`src/rtl/mem_arb_pkg.sv`:
```
// Shared types and widths for the OTTER icache/dcache main-memory arbiter.
package mem_arb_pkg;

   typedef enum logic [1:0] {
      IDLE    = 2'b00,
      GRANT_I = 2'b01,
      GRANT_D = 2'b10
   } arb_state_t;

   typedef enum logic {
      PORT_I = 1'b0,
      PORT_D = 1'b1
   } port_t;

   localparam int unsigned ADDR_W = 32;
   localparam int unsigned BE_W   = 4;

endpackage

```
`src/rtl/mem_arbiter.sv`:
```
// Shares one main-memory port between icache (i) and dcache (d): single grant
// held until mem_resp or timeout, round-robin on ties, sticky error flags.
module mem_arbiter
   import mem_arb_pkg::*;
#(
   parameter int unsigned BURST_LEN = 32,
   parameter int unsigned TIMEOUT   = 1024
) (
   input  logic                 clk,
   input  logic                 rst,
   input  logic                 i_mem_read,
   input  logic                 i_mem_write,
   input  logic [ADDR_W-1:0]    i_mem_address,
   input  logic [BURST_LEN-1:0] i_mem_wdata,
   input  logic [BE_W-1:0]      i_mem_byte_enable,
   output logic                 i_mem_resp,
   output logic [BURST_LEN-1:0] i_mem_rdata,
   input  logic                 d_mem_read,
   input  logic                 d_mem_write,
   input  logic [ADDR_W-1:0]    d_mem_address,
   input  logic [BURST_LEN-1:0] d_mem_wdata,
   input  logic [BE_W-1:0]      d_mem_byte_enable,
   output logic                 d_mem_resp,
   output logic [BURST_LEN-1:0] d_mem_rdata,
   output logic                 mem_read,
   output logic                 mem_write,
   output logic [ADDR_W-1:0]    mem_address,
   output logic [BURST_LEN-1:0] mem_wdata,
   output logic [BE_W-1:0]      mem_byte_enable,
   input  logic                 mem_resp,
   input  logic [BURST_LEN-1:0] mem_rdata,
   output logic                 err_timeout,
   output logic                 err_stray_resp
);

   localparam int unsigned TW = $clog2(TIMEOUT);
   localparam logic [TW-1:0] TMAX = TW'(TIMEOUT - 1);

   arb_state_t    state_q, state_d;
   port_t         last_q, last_d;
   logic [TW-1:0] timer_q, timer_d;
   logic          err_to_q, err_to_d;
   logic          err_stray_q, err_stray_d;

   logic req_i, req_d;
   port_t pick;

   assign req_i = i_mem_read | i_mem_write;
   assign req_d = d_mem_read | d_mem_write;

   // On a tie the port that did not win last time is granted.
   function automatic port_t rr_pick(input logic ri, input logic rd, input port_t last);
      if (ri && rd) return (last == PORT_I) ? PORT_D : PORT_I;
      else if (ri)  return PORT_I;
      else          return PORT_D;
   endfunction

   assign pick = rr_pick(req_i, req_d, last_q);

   always_ff @(posedge clk or posedge rst) begin
      if (rst) begin
         state_q     <= IDLE;
         last_q      <= PORT_D;
         timer_q     <= '0;
         err_to_q    <= 1'b0;
         err_stray_q <= 1'b0;
      end else begin
         state_q     <= state_d;
         last_q      <= last_d;
         timer_q     <= timer_d;
         err_to_q    <= err_to_d;
         err_stray_q <= err_stray_d;
      end
   end

   always_comb begin
      state_d         = state_q;
      last_d          = last_q;
      timer_d         = timer_q;
      err_to_d        = err_to_q;
      err_stray_d     = err_stray_q;
      mem_read        = 1'b0;
      mem_write       = 1'b0;
      mem_address     = '0;
      mem_wdata       = '0;
      mem_byte_enable = '0;
      i_mem_resp      = 1'b0;
      i_mem_rdata     = '0;
      d_mem_resp      = 1'b0;
      d_mem_rdata     = '0;

      case (state_q)
         IDLE: begin
            timer_d = '0;
            if (mem_resp) err_stray_d = 1'b1;
            if (req_i || req_d) begin
               state_d = (pick == PORT_I) ? GRANT_I : GRANT_D;
               last_d  = pick;
            end
         end
         GRANT_I: begin
            mem_read        = i_mem_read;
            mem_write       = i_mem_write;
            mem_address     = i_mem_address;
            mem_wdata       = i_mem_wdata;
            mem_byte_enable = i_mem_byte_enable;
            i_mem_rdata     = mem_rdata;
            if (mem_resp) begin
               i_mem_resp = 1'b1;
               state_d    = IDLE;
               timer_d    = '0;
            end else if (timer_q == TMAX) begin
               err_to_d = 1'b1;
               state_d  = IDLE;
               timer_d  = '0;
            end else begin
               timer_d = timer_q + 1'b1;
            end
         end
         GRANT_D: begin
            mem_read        = d_mem_read;
            mem_write       = d_mem_write;
            mem_address     = d_mem_address;
            mem_wdata       = d_mem_wdata;
            mem_byte_enable = d_mem_byte_enable;
            d_mem_rdata     = mem_rdata;
            if (mem_resp) begin
               d_mem_resp = 1'b1;
               state_d    = IDLE;
               timer_d    = '0;
            end else if (timer_q == TMAX) begin
               err_to_d = 1'b1;
               state_d  = IDLE;
               timer_d  = '0;
            end else begin
               timer_d = timer_q + 1'b1;
            end
         end
         default: state_d = IDLE;
      endcase
   end

   assign err_timeout    = err_to_q;
   assign err_stray_resp = err_stray_q;

endmodule

```
`config.mk`:
```
export PLATFORM = sky130hd
export DESIGN_NAME = mem_arbiter
export DESIGN_NICKNAME = d
export VERILOG_FILES = /design/src/rtl/mem_arb_pkg.sv /design/src/rtl/mem_arbiter.sv
export SDC_FILE = /design/constraint.sdc
export NUM_CORES = 1
export LEC_CHECK = 0
export BUFFER_PORTS_ARGS = -buffer_cell sky130_fd_sc_hd__buf_2
export CAP_MARGIN = 25
export CORE_AREA = 2 2 120 122
export CTS_CLUSTER_SIZE = 24
export DETAILED_ROUTE_END_ITERATION = 8
export DIE_AREA = 0 0 122 124
export SLEW_MARGIN = 0
export SYNTH_ARGS = -nofsm -noshare
export SYNTH_HDL_FRONTEND = slang
export SYNTH_SLANG_ARGS = --single-unit
```
`constraint.sdc`:
```
create_clock -name clk -period 4 [get_ports clk]
set_input_delay 0 -clock clk [delete_from_list [all_inputs] [get_ports clk]]
set_output_delay 0 -clock clk [all_outputs]
set_load 0.05 [all_outputs]
```
# ---- Word-level counts from Yosys, hierarchy flattened
# Cells that the tools add are included.
# W data, S select, Z words.
dict set report classes {
  reduce_logical 9
  n_eq_ne 5
  n_addsub 1
  n_bitwise 3
  muxes 21
}
# op count
set ops {}
lappend ops {{$pmux W32 S2} 2}
lappend ops {{$mux W32} 2}
lappend ops {{$mux W10} 2}
lappend ops {{$pmux W10 S2} 1}
lappend ops {{$add A10 B1 Y10 const B} 1}
lappend ops {{$eq A10 B10 Y1 const B} 1}
lappend ops {{$mux W2} 4}
lappend ops {{$pmux W4 S2} 1}
lappend ops {{$mux W1} 6}
lappend ops {{$reduce_and A2 Y1} 3}
lappend ops {{$pmux W1 S2} 2}
lappend ops {{$pmux W2 S2} 1}
lappend ops {{$ne A3 B1 Y1 const B} 1}
lappend ops {{$reduce_and A3 Y1} 1}
lappend ops {{$eq A2 B1 Y1 const B} 1}
lappend ops {{$eq A2 B2 Y1 const B} 1}
lappend ops {{$logic_not A2 Y1} 1}
lappend ops {{$ne A2 B2 Y1 const B} 1}
lappend ops {{$or A1 B1 Y1} 2}
lappend ops {{$reduce_bool A2 Y1} 1}
lappend ops {{$reduce_or A2 Y1} 1}
lappend ops {{$logic_and A1 B1 Y1} 1}
lappend ops {{$logic_or A1 B1 Y1} 1}
lappend ops {{$not A1 Y1} 1}
dict set report totals {
  regBits 15
  elab_cells 44
  in_bits 175
}

# ---- Logic depth before layout (Yosys ltp)
# Gate-level depths: netlist of run 1.
dict set report depth {
  depth_word 6
  mapped_depth 7
}

# ---- Worst setup path after synthesis of run 1
# No wires, ideal clock.
dict set report synth_timing {
  path_type {register to output}
  startpoint {register state_q[1]}
  endpoint {output port mem_wdata[17]}
  path_slack_ns 2.055
  stages_incl_launch_ff 7
  path_buffers 2
  arrival_ns 1.945
  cell_sequence {dfrtp_1 > inv_1 > ha_1 > buf_2 > buf_1 > a22oi_1 > nor2b_1}
}
dict set report synth_via {
  elab_chain_cells 2
}
# item line
set synth_lines {}
lappend synth_lines {{start, declared} mem_arbiter.sv:39} ;# arb_state_t state_q, state_d;
lappend synth_lines {{start signal, assigned} mem_arbiter.sv:68} ;# state_q <= state_d;
lappend synth_lines {{$eq A2 B2 Y1 / $eq A2 B1 Y1 (equally long branches)} mem_arbiter.sv:92} ;# case (state_q)
lappend synth_lines {{$pmux W32 S2 *} mem_arbiter.sv:92}
lappend synth_lines {{end, declared} mem_arbiter.sv:28} ;# output logic [BURST_LEN-1:0] mem_wdata,
# Every way passes the cells marked *; elsewhere a longest branch is shown, timed or not.

# ---- Worst setup path after layout of run 1
dict set report layout_timing {
  startpoint {register state_q[1]}
  endpoint {output port mem_address[12]}
}
dict set report layout_via {
  elab_chain_cells 2
}
# item line
set layout_lines {}
lappend layout_lines {{$eq A2 B2 Y1 / $eq A2 B1 Y1 (equally long branches)} mem_arbiter.sv:92}
lappend layout_lines {{$pmux W32 S2 *} mem_arbiter.sv:92}
lappend layout_lines {{end, declared} mem_arbiter.sv:27} ;# output logic [ADDR_W-1:0] mem_address,
# Marked as above.

==> flow_summary_export.csv, run 1 <==
group,metric,value,unit
run_status,status,"finished, final reports clean",
critical_path,worstSetupEndpointType,"primary output",
critical_path,crit_required,4.00,ns
grt,grt.total_usage,12.7,%
power_and_ir_drop,clockPowerShare,6.2,%
power_and_ir_drop,powerDensity,777,mW/mm^2
route,drt-initial-drc-count,156,
yosys,synthesis.nets,503,
timing,tightest_slew,1.02,ns
route,drt-total-wl,11.3,mm
timing,setup_violations,0,
floorplanning,io_pins,313,
power_and_ir_drop,power.switching,2.12,mW
cts,h-tree-depth,1,
power_and_ir_drop,p_seq_share,6.3,%
critical_path,path_max_fanout,69,
floorplanning,die_area,0.0151,sq mm
cts,numCtsBuffers,3,
timing,skew,0.000783,ns
critical_path,cp-start-kind,"flop",
floorplanning,die_w,122,um
yosys,synth_warnings,0,
power_and_ir_drop,total_leakage_power,2.24,nW
critical_path,path_delay_family,"buffers and inverters",
yosys,synth_top_area_share,22.5,%
finish,post-route-util,29.9,%
critical_path,slowest_delay,0.62,ns
critical_path,crit_chain,"inv_1, ha_4, buf_4, a22oi_1, nor2b_1, buf_2",
floorplanning,num_rows,43,
finish,finalNetCount,791,
cts,ctsResizeCount,0,
route,antenna_left,0,
cts,ctsLongestPathBuffers,2,
grt,grt_max_degree,104,
cts,clkTransAtPathRegs,0.05,ns
cts,cts.sinks,15,
yosys,ys_ff_latch,15,
placed_design,gp_congestion,0.766,
finish,antenna_cells,0,
power_and_ir_drop,p_int,1.08,mW
yosys,synth_top_area_cell,"a22oi_1",
route,dr_total_vias,3378,
cts,ctsRootBufferMaster,"clkbuf_16",
placed_design,dp_hpwl,9.19,mm
cts,clk_latency,0.25,ns
yosys,netlist_top_cells_count,"nor2b_1, a22oi_1, and2_1",
route,drc,0,
power_and_ir_drop,swShare,66.3,%
grt,grt_pass1_vias,2914,
timing,fin_crit,2.43,ns
critical_path,critical_path_arrival,2.43,ns
timing,relSlewSlack,31.7,%
yosys,synth_edf_count,0,
route,via_per_inst,4.28,
grt,gr-total-overflow,0,
power_and_ir_drop,ir_drop,0.319,mV
yosys,syn-instance-count,323,
run,max_cap_viol_count,0,
yosys,avgSynthCellArea,7.23,sq um
floorplanning,die_h,124,um
yosys,netlist_area,0.00234,sq mm
power_and_ir_drop,pwr-share-comb,87.6,%
placed_design,portBuffers,312,
hold_path,hold_class,"input port to flop",
yosys,async_flop_share,100,%
finish,drive_gt1_share,53.3,%
route,dr.pass1.iters,4,
yosys,seq_area_frac_synth,16.1,%
finish,area_growth,75.9,%
critical_path,crit_slowest_cell,"ha_4",
finish,multiInputGateArea,0.00183,sq mm
yosys,synth_cell_types,31,
finish,fill_cells,1521,
timing,fmax,0.411,GHz
timing,grt_setup_unrepaired,"no",
timing,finalMaxSlewViolations,0,
floorplanning,initial_utilization,17.0,%
yosys,synthFlopType,"dfrtp_1",
finish,final-seq-area,377,sq um
critical_path,worstSetupPathType,"flop to primary output",
timing,hold_viol,0,
floorplanning,core_area,0.0137,sq mm
grt,antenna_found_initial,0,
critical_path,crit_buf_inv,3,
grt,grt_pass1_wl,15.2,mm
timing,finalSetupTns,0,ns
yosys,synth_area_leaders,"a22oi_1, nor2b_1, and2_1, dfrtp_1, clkbuf_1",
yosys,yosysMostFrequentCell,"nor2b_1",
cts,cts_tree,"yes",
timing,period_share,60.9,%
route,wl_per_cell,14.3,um
[sequential cells by signal (all words and copies together) (netlist names)]
register        count
last_q              1
err_timeout         1
timer_q            10
err_stray_resp      1
state_q             2
[per-stage QoR]
step	cells	hold slack (ns)	setup slack (ns)	area (sq um)	power, mW
6_report	790	0.0148	1.57	4110	3.19
2_1_floorplan	323	-0.0992	2.06	2340	2.41
4_1_cts	790	0.00957	1.57	4110	3.21
5_1_grt	790	0.0191	1.41	4110	3.38
3_3_place_gp	785	0.0915	1.86	4020	3.01
3_5_place_dp	785	0.0927	1.83	4020	3.01
[what timing repair did]
| item | in CTS | in global routing |
|---|---|---|
| hold buffers | 1 | 0 |
| setup buffers | 0 | 0 |
| endpoints found under the hold margin | 14 | 0 |
[path summary, 6_finish.rpt]
path	slack, ns	start	endpoint	cells past startpoint
min in group asynchronous	0.36	rst	err_stray_resp	3
setup reg to reg	2.19	state_q[0]	state_q[0]	6
hold / removal	0.01	mem_resp	err_stray_resp	2
hold reg to reg	0.45	err_stray_resp	err_stray_resp	1
setup / recovery	1.57	state_q[1]	mem_address[12]	6
max in group asynchronous	3.25	rst	err_timeout	3
[power by group through the flow]
| stage | sequential [mW] | combinational [mW] | clock (mW) |
|---|---|---|---|
| 2_1_floorplan | 0.195 | 2.22 | 0 |
| 3_3_place_gp | 0.202 | 2.81 | 0 |
| 3_5_place_dp | 0.203 | 2.81 | 0 |
| 4_1_cts | 0.200 | 2.81 | 0.201 |
| 5_1_grt | 0.203 | 2.96 | 0.215 |
| 6_report | 0.200 | 2.80 | 0.196 |
[cell type report]
cell class / count / share of cell area (%)
inverter: 4 / 0.365
tap: 180 / 5.48
clock buffer: 4 / 1.92
sequential: 15 / 9.17
timing repair buffer: 315 / 38.6
multi-input combinational: 272 / 44.5
[logic make-up after synthesis]
| kind of cell | Yosys count | synth area share, % |
|---|---|---|
| AOI/OAI and AO/OA | 90 | 28.8 |
| xor gates and xnor gates | 3 | 1.13 |
| adders and majority gates | 5 | 2.68 |
| buffers and inverters | 36 | 6.75 |
| DFF | 15 | 16.1 |
| muxes | 1 | 0.429 |
| and+or+nand+nor | 173 | 44.1 |
[layout by cell type, fill, tap and decap left out, types with 2 or more instances in the layout]
cell type / netlist / layout
nor2b_1: 72 / 72
dfrtp_1: 14 / 14
xor2_1: 3 / 3
a21oi_1: 3 / 3
buf_2: 6 / 312
o21ai_2: 2 / 2
buf_4: 0 / 2
o32ai_1: 2 / 2
nand2b_1: 2 / 2
clkbuf_16: 0 / 3
and2_1: 66 / 66
inv_1: 4 / 4
ha_1: 5 / 3
ha_4: 0 / 2
o21ai_0: 8 / 8
a22oi_1: 70 / 70
nor2_1: 12 / 12
nand3_1: 5 / 5
and3_1: 3 / 3
nand2_1: 9 / 9
[routing by layer]
metal  share of wire (%)  wire length, um  GRT usage, %
met4                0.51               57          1.94
met5                   0                0             0
met3                 8.4              951          1.51
met1                  42             4780          17.7
met2                  49             5480          21.2
Power figures use the tool's default switching activity.
==> run 2: changes to the inputs <==
ABC_AREA = 1   (was unset)
CORE_AREA = 2 2 123 125   (was 2 2 120 122)
DIE_AREA = 0 0 125 127   (was 0 0 122 124)
clock period = 2.4 ns   (was 4 ns; I/O delays follow)
==> run 2 against run 1 <==
Net effect:
- core utilization decreased by 0.63 points
- synthesized cell count is 48% higher
- via count rose by 13%
- highest routed layer unchanged
- hold slack improved by 0.028 ns
==> flow_summary_export.csv, run 2 <==
group,metric,value,unit
run_status,status,"finished, final reports clean",
yosys,synth_top_area_share,36.5,%
power_and_ir_drop,clockPowerShare,6.3,%
yosys,synth_edf_count,0,
yosys,yosysMostFrequentCell,"nand2_1",
route,drt-initial-drc-count,209,
critical_path,crit_required,2.40,ns
finish,post-route-util,29.3,%
floorplanning,initial_utilization,16.5,%
timing,fin_crit,2.05,ns
cts,numCtsBuffers,3,
floorplanning,die_h,127,um
floorplanning,die_w,125,um
yosys,netlist_top_cells_count,"nand2_1, inv_1, a21oi_1",
critical_path,cp-start-kind,"flop",
timing,finalMaxSlewViolations,0,
run,max_cap_viol_count,0,
yosys,synthesis.nets,657,
yosys,synth_cell_types,24,
critical_path,slowest_delay,0.43,ns
finish,largest_reg_flops,10,
finish,antenna_cells,0,
cts,clkTransAtPathRegs,0.05,ns
yosys,synth_warnings,0,
yosys,avgSynthCellArea,4.98,sq um
route,drt-total-wl,11.6,mm
yosys,synthFlopType,"dfrtp_1",
route,antenna_left,0,
timing,setup_violations,0,
critical_path,critical_path_arrival,2.05,ns
power_and_ir_drop,pwr-share-comb,87.2,%
cts,cts_tree,"yes",
finish,final_common_cell,"buf_2",
critical_path,worstSetupPathType,"flop to primary output",
yosys,async_flop_share,100,%
placed_design,portBuffers,312,
timing,fin_ws,0.354,ns
route,drc,0,
route,wl_per_cell,12.2,um
power_and_ir_drop,ir_drop,0.490,mV
critical_path,crit_slowest_cell,"dfrtp_1",
yosys,seq_area_frac_synth,15.8,%
finish,final_cell_mix,"buf_2, nand2_1, inv_1, a21oi_1, dfrtp_1",
timing,grt_setup_unrepaired,"no",
power_and_ir_drop,p_int,1.50,mW
timing,finalSetupTns,0,ns
power_and_ir_drop,p_seq_share,6.5,%
critical_path,path_max_fanout,57,
route,dr.pass1.iters,5,
hold_path,hold_class,"input port to flop",
yosys,synth_area_leaders,"nand2_1, a21oi_1, dfrtp_1, inv_1, buf_2",
finish,area_growth,77.9,%
placed_design,placed_cells,949,
floorplanning,core_area,0.0144,sq mm
power_and_ir_drop,powerDensity,1210,mW/mm^2
finish,stdcell_area,0.00423,sq mm
timing,period_share,85.2,%
grt,grt_pass1_wl,17.2,mm
finish,reg_top3,"timer_q: 10 flops, state_q: 2 flops",
cts,ctsLongestPathBuffers,2,
timing,tightest_slew,0.581,ns
grt,grt_max_degree,68,
yosys,ys_ff_latch,15,
finish,registers.top_by_ff_count,"timer_q",
placed_design,place_ws,0.623,ns
grt,grt.total_usage,12.8,%
grt,grt_pass1_vias,3220,
power_and_ir_drop,power.switching,3.63,mW
cts,h-tree-depth,1,
grt,grt_util_met3,1.26,%
floorplanning,io_pins,313,
yosys,syn-instance-count,477,
route,via_per_inst,3.99,
route,dr_total_vias,3806,
timing,fmax,0.489,GHz
yosys,synth_top_area_cell,"nand2_1",
finish,final_cells,954,
placed_design,dp_hpwl,9.43,mm
timing,skew,0.00239,ns
cts,ctsRootBufferMaster,"clkbuf_16",
cts,clk_latency,0.24,ns
critical_path,worstSetupEndpointType,"primary output",
power_and_ir_drop,power,5.13,mW
finish,drive_gt1_share,43.4,%
yosys,netlist_area,0.00238,sq mm
floorplanning,die_area,0.0159,sq mm
grt,gr-total-overflow,0,
grt,grtUsageMet1,18.0,%
timing,hold_viol,0,
cts,cts_setup_buffers,0,
timing,whs,0.0433,ns
cts,cts.sinks,15,
grt,busiest_layer,"met2",
grt,antenna_found_initial,0,
floorplanning,num_rows,44,
placed_design,place_area,0.00414,sq mm
grt,use_met2,22.3,%
power_and_ir_drop,swShare,70.7,%
placed_design,gp_congestion,0.854,
critical_path,crit_chain,"inv_1, ha_4, buf_12, nand2_1, a21oi_1, buf_2",
finish,finalNetCount,951,
timing,relSlewSlack,61.3,%
power_and_ir_drop,total_leakage_power,2.86,nW
run 2: power groups by stage:
stage	Sequential [mW]	Combinational, mW	Clock, mW
floorplan	0.324	3.40	0
global placement	0.337	4.51	0
detailed placement	0.340	4.50	0
CTS	0.335	4.51	0.328
global route	0.340	4.79	0.339
finish	0.335	4.48	0.323
run 2: path summary, 6_finish.rpt:
path / startpoint / to / slack [ns] / cells past startpoint
worst max-delay path: state_q[0] / mem_byte_enable[1] / 0.35 / 6
worst min-delay path: mem_resp / err_stray_resp / 0.04 / 2
worst max register to register: state_q[0] / timer_q[9] / 0.78 / 8
worst min register to register: err_timeout / err_timeout / 0.46 / 1
max in group asynchronous: rst / timer_q[8] / 1.66 / 3
min in group asynchronous: rst / timer_q[2] / 0.36 / 3
run 2: final cells by class:
class                           count  area [sq um]
Tap cell                          184           230
Multi-Input combinational cell    351          1590
Clock buffer                        4          78.8
Inverter                           82           308
Fill cell                        1654         10200
Timing Repair Buffer              318          1650
Sequential cell                    15           377
run 2: logic make-up after synthesis:
| logic type | after synthesis | share of synthesized area (%) |
|---|---|---|
| fa+ha+maj | 5 | 2.63 |
| simple gates | 264 | 44.7 |
| compound gates | 79 | 17.3 |
| xor+xnor | 3 | 1.11 |
| buf+inv | 111 | 18.4 |
| flops | 15 | 15.8 |
run 2: worst max-delay path: cells and delay by family (launching register included):
kind                       cells  cell delay [ns]
buffers and inverters          3             0.71
DFF                            1             0.43
adders and majority gates      1             0.30
AOI/OAI and AO/OA              1             0.21
and+or+nand+nor                1             0.09
run 2: timing repair:
action | in CTS | in global routing
hold buffers | 1 | 0
resized for setup | 0 | 0
endpoints found under the hold margin | 14 | 0
setup endpoints to repair | 0 | 0
run 2: metal layers:
layer | share of wire (%) | vias to the layer above | routed length (um)
li1 | - | 2009 | -
met1 | 43 | 1606 | 4980
met2 | 49 | 189 | 5720
met3 | 7.4 | 2 | 857
met4 | 0.36 | 0 | 42
met5 | 0 | - | 0
